$ cat src/rtl/array_arb_pkg.sv
// Shared types and helpers for the two-port array arbiter.
package array_arb_pkg;

  typedef enum logic {
    ST_INIT,
    ST_RUN
  } state_e;

  // Fill pattern written during INIT: entry i holds 2*i+1.
  function automatic logic [15:0] init_value(input logic [7:0] idx);
    return {7'd0, idx, 1'b1};
  endfunction

endpackage

$ cat src/rtl/array_arb_grant.sv
// Two-way grant logic. Round-robin on ties when ARRAY_ARB_RR_EN is defined,
// otherwise requester 0 always wins ties.
module array_arb_grant (
`ifdef ARRAY_ARB_RR_EN
  input  logic       last_grant_i,
`endif
  input  logic       valid0_i,
  input  logic       valid1_i,
  output logic [1:0] grant_o
);

  always_comb begin
    grant_o = 2'b00;
    if (valid0_i && valid1_i) begin
`ifdef ARRAY_ARB_RR_EN
      // The requester that did not win last time takes the tie.
      grant_o = last_grant_i ? 2'b01 : 2'b10;
`else
      grant_o = 2'b01;
`endif
    end else if (valid0_i) begin
      grant_o = 2'b01;
    end else if (valid1_i) begin
      grant_o = 2'b10;
    end
  end

endmodule

$ cat src/rtl/array_port_arbiter.sv
// Two-port arbiter/sequencer owning a small word array: fills it after reset,
// then serves one single-word access per cycle. Optional: ARRAY_ARB_RR_EN.
module array_port_arbiter
  import array_arb_pkg::*;
#(
  parameter int unsigned DEPTH  = 4,
  parameter int unsigned WIDTH  = 32,
  parameter int unsigned ADDR_W = 8
) (
  input  logic              clk,
  input  logic              reset,
  input  logic              req0_valid,
  output logic              req0_ready,
  input  logic              req0_we,
  input  logic [ADDR_W-1:0] req0_addr,
  input  logic [WIDTH-1:0]  req0_wdata,
  input  logic              req1_valid,
  output logic              req1_ready,
  input  logic              req1_we,
  input  logic [ADDR_W-1:0] req1_addr,
  input  logic [WIDTH-1:0]  req1_wdata,
  output logic              resp0_valid,
  output logic [WIDTH-1:0]  resp0_rdata,
  output logic              resp0_err,
  output logic              resp1_valid,
  output logic [WIDTH-1:0]  resp1_rdata,
  output logic              resp1_err,
  output logic              init_done
);

  localparam int unsigned       IDX_W    = (DEPTH > 1) ? $clog2(DEPTH) : 1;
  localparam logic [ADDR_W:0]   DEPTH_A  = (ADDR_W + 1)'(DEPTH);
  localparam logic [IDX_W-1:0]  LAST_IDX = IDX_W'(DEPTH - 1);

  state_e             state_q;
  logic [IDX_W-1:0]   fill_idx_q;
  logic               init_done_q;
  logic [WIDTH-1:0]   mem_q [DEPTH];

  logic               resp0_valid_q, resp1_valid_q;
  logic [WIDTH-1:0]   resp0_rdata_q, resp1_rdata_q;
  logic               resp0_err_q, resp1_err_q;

  logic [1:0]         grant;
  logic               run;
  logic               acc;
  logic               acc_we;
  logic [ADDR_W-1:0]  acc_addr;
  logic [WIDTH-1:0]   acc_wdata;
  logic               acc_in_range;
  logic [IDX_W-1:0]   acc_idx;
  logic [WIDTH-1:0]   acc_old;

`ifdef ARRAY_ARB_RR_EN
  logic               last_grant_q;
`endif

  array_arb_grant u_grant (
`ifdef ARRAY_ARB_RR_EN
    .last_grant_i (last_grant_q),
`endif
    .valid0_i     (req0_valid),
    .valid1_i     (req1_valid),
    .grant_o      (grant)
  );

  assign run        = (state_q == ST_RUN);
  assign req0_ready = run && grant[0];
  assign req1_ready = run && grant[1];

  // Reset gates acceptance so an in-flight request leaves no trace.
  assign acc        = (req0_ready || req1_ready) && !reset;

  always_comb begin
    acc_we    = req0_we;
    acc_addr  = req0_addr;
    acc_wdata = req0_wdata;
    if (grant[1]) begin
      acc_we    = req1_we;
      acc_addr  = req1_addr;
      acc_wdata = req1_wdata;
    end
  end

  assign acc_in_range = ({1'b0, acc_addr} < DEPTH_A);
  assign acc_idx      = acc_addr[IDX_W-1:0];
  assign acc_old      = acc_in_range ? mem_q[acc_idx] : '0;

  // Storage is deliberately not reset; INIT rewrites every entry.
  always_ff @(posedge clk) begin
    if (!reset) begin
      if (state_q == ST_INIT) begin
        mem_q[fill_idx_q] <= WIDTH'(init_value(8'(fill_idx_q)));
      end else if (acc && acc_we && acc_in_range) begin
        mem_q[acc_idx] <= acc_wdata;
      end
    end
  end

  always_ff @(posedge clk) begin
    if (reset) begin
      state_q       <= ST_INIT;
      fill_idx_q    <= '0;
      init_done_q   <= 1'b0;
      resp0_valid_q <= 1'b0;
      resp1_valid_q <= 1'b0;
      resp0_rdata_q <= '0;
      resp1_rdata_q <= '0;
      resp0_err_q   <= 1'b0;
      resp1_err_q   <= 1'b0;
`ifdef ARRAY_ARB_RR_EN
      last_grant_q  <= 1'b1;
`endif
    end else begin
      resp0_valid_q <= acc && grant[0];
      resp1_valid_q <= acc && grant[1];
      if (acc && grant[0]) begin
        resp0_rdata_q <= acc_old;
        resp0_err_q   <= !acc_in_range;
      end
      if (acc && grant[1]) begin
        resp1_rdata_q <= acc_old;
        resp1_err_q   <= !acc_in_range;
      end
`ifdef ARRAY_ARB_RR_EN
      if (acc) begin
        last_grant_q <= grant[1];
      end
`endif
      case (state_q)
        ST_INIT: begin
          if (fill_idx_q == LAST_IDX) begin
            fill_idx_q  <= '0;
            state_q     <= ST_RUN;
            init_done_q <= 1'b1;
          end else begin
            fill_idx_q <= fill_idx_q + 1'b1;
          end
        end
        ST_RUN: begin
          state_q <= ST_RUN;
        end
        default: begin
          state_q <= ST_INIT;
        end
      endcase
    end
  end

  assign resp0_valid = resp0_valid_q;
  assign resp0_rdata = resp0_rdata_q;
  assign resp0_err   = resp0_err_q;
  assign resp1_valid = resp1_valid_q;
  assign resp1_rdata = resp1_rdata_q;
  assign resp1_err   = resp1_err_q;
  assign init_done   = init_done_q;

endmodule

$ cat config.mk
export PLATFORM = sky130hd
export DESIGN_NAME = array_port_arbiter
export DESIGN_NICKNAME = d
export VERILOG_FILES = /design/src/rtl/array_arb_pkg.sv /design/src/rtl/array_arb_grant.sv /design/src/rtl/array_port_arbiter.sv
export SDC_FILE = /design/constraint.sdc
export NUM_CORES = 1
export LEC_CHECK = 0
export ABC_AREA = 1
export BUFFER_PORTS_ARGS = -buffer_cell sky130_fd_sc_hd__buf_4
export CAP_MARGIN = 10
export CORE_MARGIN = 3
export CORE_UTILIZATION = 40
export DETAILED_ROUTE_END_ITERATION = 10
export GPL_TIMING_DRIVEN = 0
export PLACE_DENSITY = 0.67
export SYNTH_ARGS = -nofsm -noshare
export SYNTH_HDL_FRONTEND = slang
export SYNTH_SLANG_ARGS = --single-unit
$ cat constraint.sdc
create_clock -name clk -period 3.8 [get_ports clk]
set_clock_uncertainty 0.05 [all_clocks]
set_input_delay 0.76 -clock clk [delete_from_list [all_inputs] [get_ports clk]]
set_output_delay 0.76 -clock clk [all_outputs]
set_load 0.05 [all_outputs]
==> flow_summary.yaml <==
floorplan:
  num_rows: 53
  initial_utilization_pct: 41.0
  ios: 157
  dieArea_um2: 23500
  core_area_um2: 21200
  dieHeight_um: 153
  die_w_um: 153
grt:
  overflow: 0
  grt_first_pass_wirelength_mm: 37.4
  antenna_found_initial: 0
  grt_pass1_vias: 6767
  grtUsageTotal_pct: 20.5
  grt_max_degree: 23
logic_synthesis:
  synthTopCellsByArea: "edfxtp_1, dfxtp_1, nand3_1"
  yosys_warnings: 0
  synth_nets: 1073
  ys_types: 25
  synth_top_area_cell: "edfxtp_1"
  yosys_register_bits: 200
  seq_area_frac_synth_pct: 60.8
  synth.avg_cell_area_um2: 8.82
  synth_flop_cell: "edfxtp_1"
  synth-edff-count: 128
  yosys.cell_count.top_type: "nand2_1"
  syn_area_um2: 8700
  ys_async_sr_fraction_pct: 0
  synth_top_area_share_pct: 44.2
  netlist_instances: 986
  synth_common_cells: "nand2_1, nand3_1, inv_1, edfxtp_1, dfxtp_1"
power_and_ir_drop:
  powerDensity_nw_per_um2: 458
  combinationalPowerShare_pct: 14.4
  intPower_mw: 3.67
  switching_share_pct: 26.5
  worst_ir_drop_vdd_uv: 254
  p_seq_share_pct: 50.2
  p_clk_share_pct: 35.4
  p_switching_mw: 1.32
  p_leak_nw: 5.00
sta:
  period_needed_ns: 3.01
  rsz0062_at_grt: "false"
  setup_viol: 0
  slew-limit-headroom_pct: 49.7
  slew_viol_final: 0
  fmax_mhz: 333
  finalHoldViolations: 0
  fin_crit_sh_pct: 79.1
  tns_ns: 0
  worst_pin_slew_ns: 0.754
clocking:
  clock_latency_ns: 0.44
  cts_setup_buffers: 0
  cts.sinks: 200
  cts_resized: 0
  holdBufCountCts: 0
  clkTransAtPathRegs_ns: 0.07
  cts_buffers: 17
  clockBufferDepth: 2
  cts_tree: "built"
  htreeDepth: 4
  root_buffer: "clkbuf_16"
cells_and_area:
  nets: 1252
  n_antenna_cell: 0
  multiInputGateArea_um2: 2570
  area_growth_pct: 25.4
  final_util_pct: 51.4
  regArea_um2: 5290
  finish.instance_area_um2: 10900
  fillCellCount: 1947
  fin_cells: 1453
  drive_gt1_share_pct: 19.7
routing:
  drcViolationCount: 0
  drt_first_pass_iters: 5
  drtIter0Drc: 651
  vias: 7256
  ant_nets: 0
  wl_per_cell_um: 16.9
  wl_mm: 24.5
  viasPerCell: 4.99
place:
  dp_hpwl_mm: 17.5
  dpl_cell_area_um2: 10300
  placed_cells: 1421
  portBuffers: 156
  place_congestion: 0.818
critical_path:
  arrival_ns: 3.09
  critPathMaxFanout: 20
  critPathMaxStageDelay_ns: 0.46
  path_common_cell: "nand2_1"
  crit_type: "input pin to register"
  worstSetupEndpointType: "register"
  critPathRequiredTime_ns: 3.88
  path_cells: "buf_4, nor2_2, nor2_1, nand2_1, nand2_2, nand2_1, nand2_1, nand2_1, inv_1, nor2_4, buf_12"
  cp_slowest_cell: "nor2_4"
  crit_path_start_kind: "input pin"
job:
  max_cap_violations: 0
outcome:
  status: "complete, no violations"
worst_hold_path:
  holdCritPathClass: "register to register"
[path summary, 6_finish.rpt]
kind	from	endpoint	slack, ns	depth (start not counted)
worst min register to register	resp1_rdata[14]$_SDFFE_PP0P_	resp1_rdata[14]$_SDFFE_PP0P_	0.42	2
worst min-delay path	resp1_rdata[14]$_SDFFE_PP0P_	resp1_rdata[14]$_SDFFE_PP0P_	0.42	2
worst max-delay path	req0_valid	mem_q[2][12]$_DFFE_PP_	0.79	11
worst max register to register	run$_SDFF_PP0_	mem_q[2][12]$_DFFE_PP_	1.20	9
[kinds of logic after synthesis]
family	synth area share, %
AOI/OAI and AO/OA	6.06
and+or+nand+nor	23.0
adders and majority gates	0.144
DFF	60.8
buffers and inverters	10.0
[cell type report]
type | instances | area share, %
Sequential cell | 200 | 48.5
Multi-Input combinational cell | 564 | 23.6
Timing Repair Buffer | 160 | 11.5
Inverter | 167 | 5.75
Clock buffer | 18 | 3.93
Tap cell | 275 | 3.15
Buffer | 55 | 2.25
Clock inverter | 14 | 1.36
[sequential cells by signal, indices dropped and copies added (netlist names)]
signal,count
resp1_err,1
run,1
resp1_rdata,32
resp1_valid,1
resp0_rdata,32
resp0_valid,1
init_done,1
resp0_err,1
mem_q,128
fill_idx_q,2
[per-stage QoR]
stage / total power, mW / setup WS [ns] / hold WS [ns]
6_report: 4.99 / 0.793 / 0.423
5_1_grt: 5.18 / 0.687 / 0.442
4_1_cts: 5.00 / 0.799 / 0.429
3_5_place_dp: 3.27 / 0.351 / 0.418
3_3_place_gp: 3.23 / -1.35 / 0.409
2_1_floorplan: 2.96 / 0.363 / 0.392
[worst max-delay path: cells and delay by family]
family | cells | cell delay [ns]
buffers and inverters | 3 | 0.54
and+or+nand+nor | 8 | 1.76
[power by group through the flow]
stage               Sequential (mW)  Clock [mW]  Combinational, mW
global route                   2.52        1.87              0.785
finish                         2.50        1.77              0.720
detailed placement             2.55           0              0.715
CTS                            2.50        1.78              0.719
global placement               2.56           0              0.663
floorplan                      2.62           0              0.345
[routing by layer]
layer / track usage [%] / wire length (um) / vias up
met5: 0 / 0 / -
met1: 29.2 / 10800 / 3336
met3: 4.08 / 2090 / 30
met4: 5.76 / 399 / 0
met2: 32.2 / 11200 / 329
li1: - / - / 3561
[layout by cell type, fill, tap and decap left out, types with 2 or more instances in the layout]
cell type / Yosys / layout
clkinv_4: 0 / 2
clkinv_2: 0 / 2
inv_1: 162 / 162
nand3_1: 195 / 195
bufinv_16: 0 / 2
buf_12: 0 / 3
inv_6: 0 / 3
inv_2: 3 / 3
dfxtp_1: 72 / 72
nand2_1: 244 / 244
clkbuf_16: 0 / 17
edfxtp_1: 128 / 128
or2_2: 2 / 2
nand2_2: 3 / 3
buf_4: 1 / 157
o211ai_1: 2 / 2
o21ai_1: 18 / 18
clkinv_1: 2 / 2
clkbuf_1: 27 / 28
buf_2: 22 / 22
nor2_1: 11 / 7
nor2_2: 3 / 3
a21oi_1: 62 / 62
nor2_4: 1 / 5
clkinvlp_4: 0 / 4
buf_1: 4 / 4
o21ai_0: 19 / 19
(Power assumes the default switching activity.)
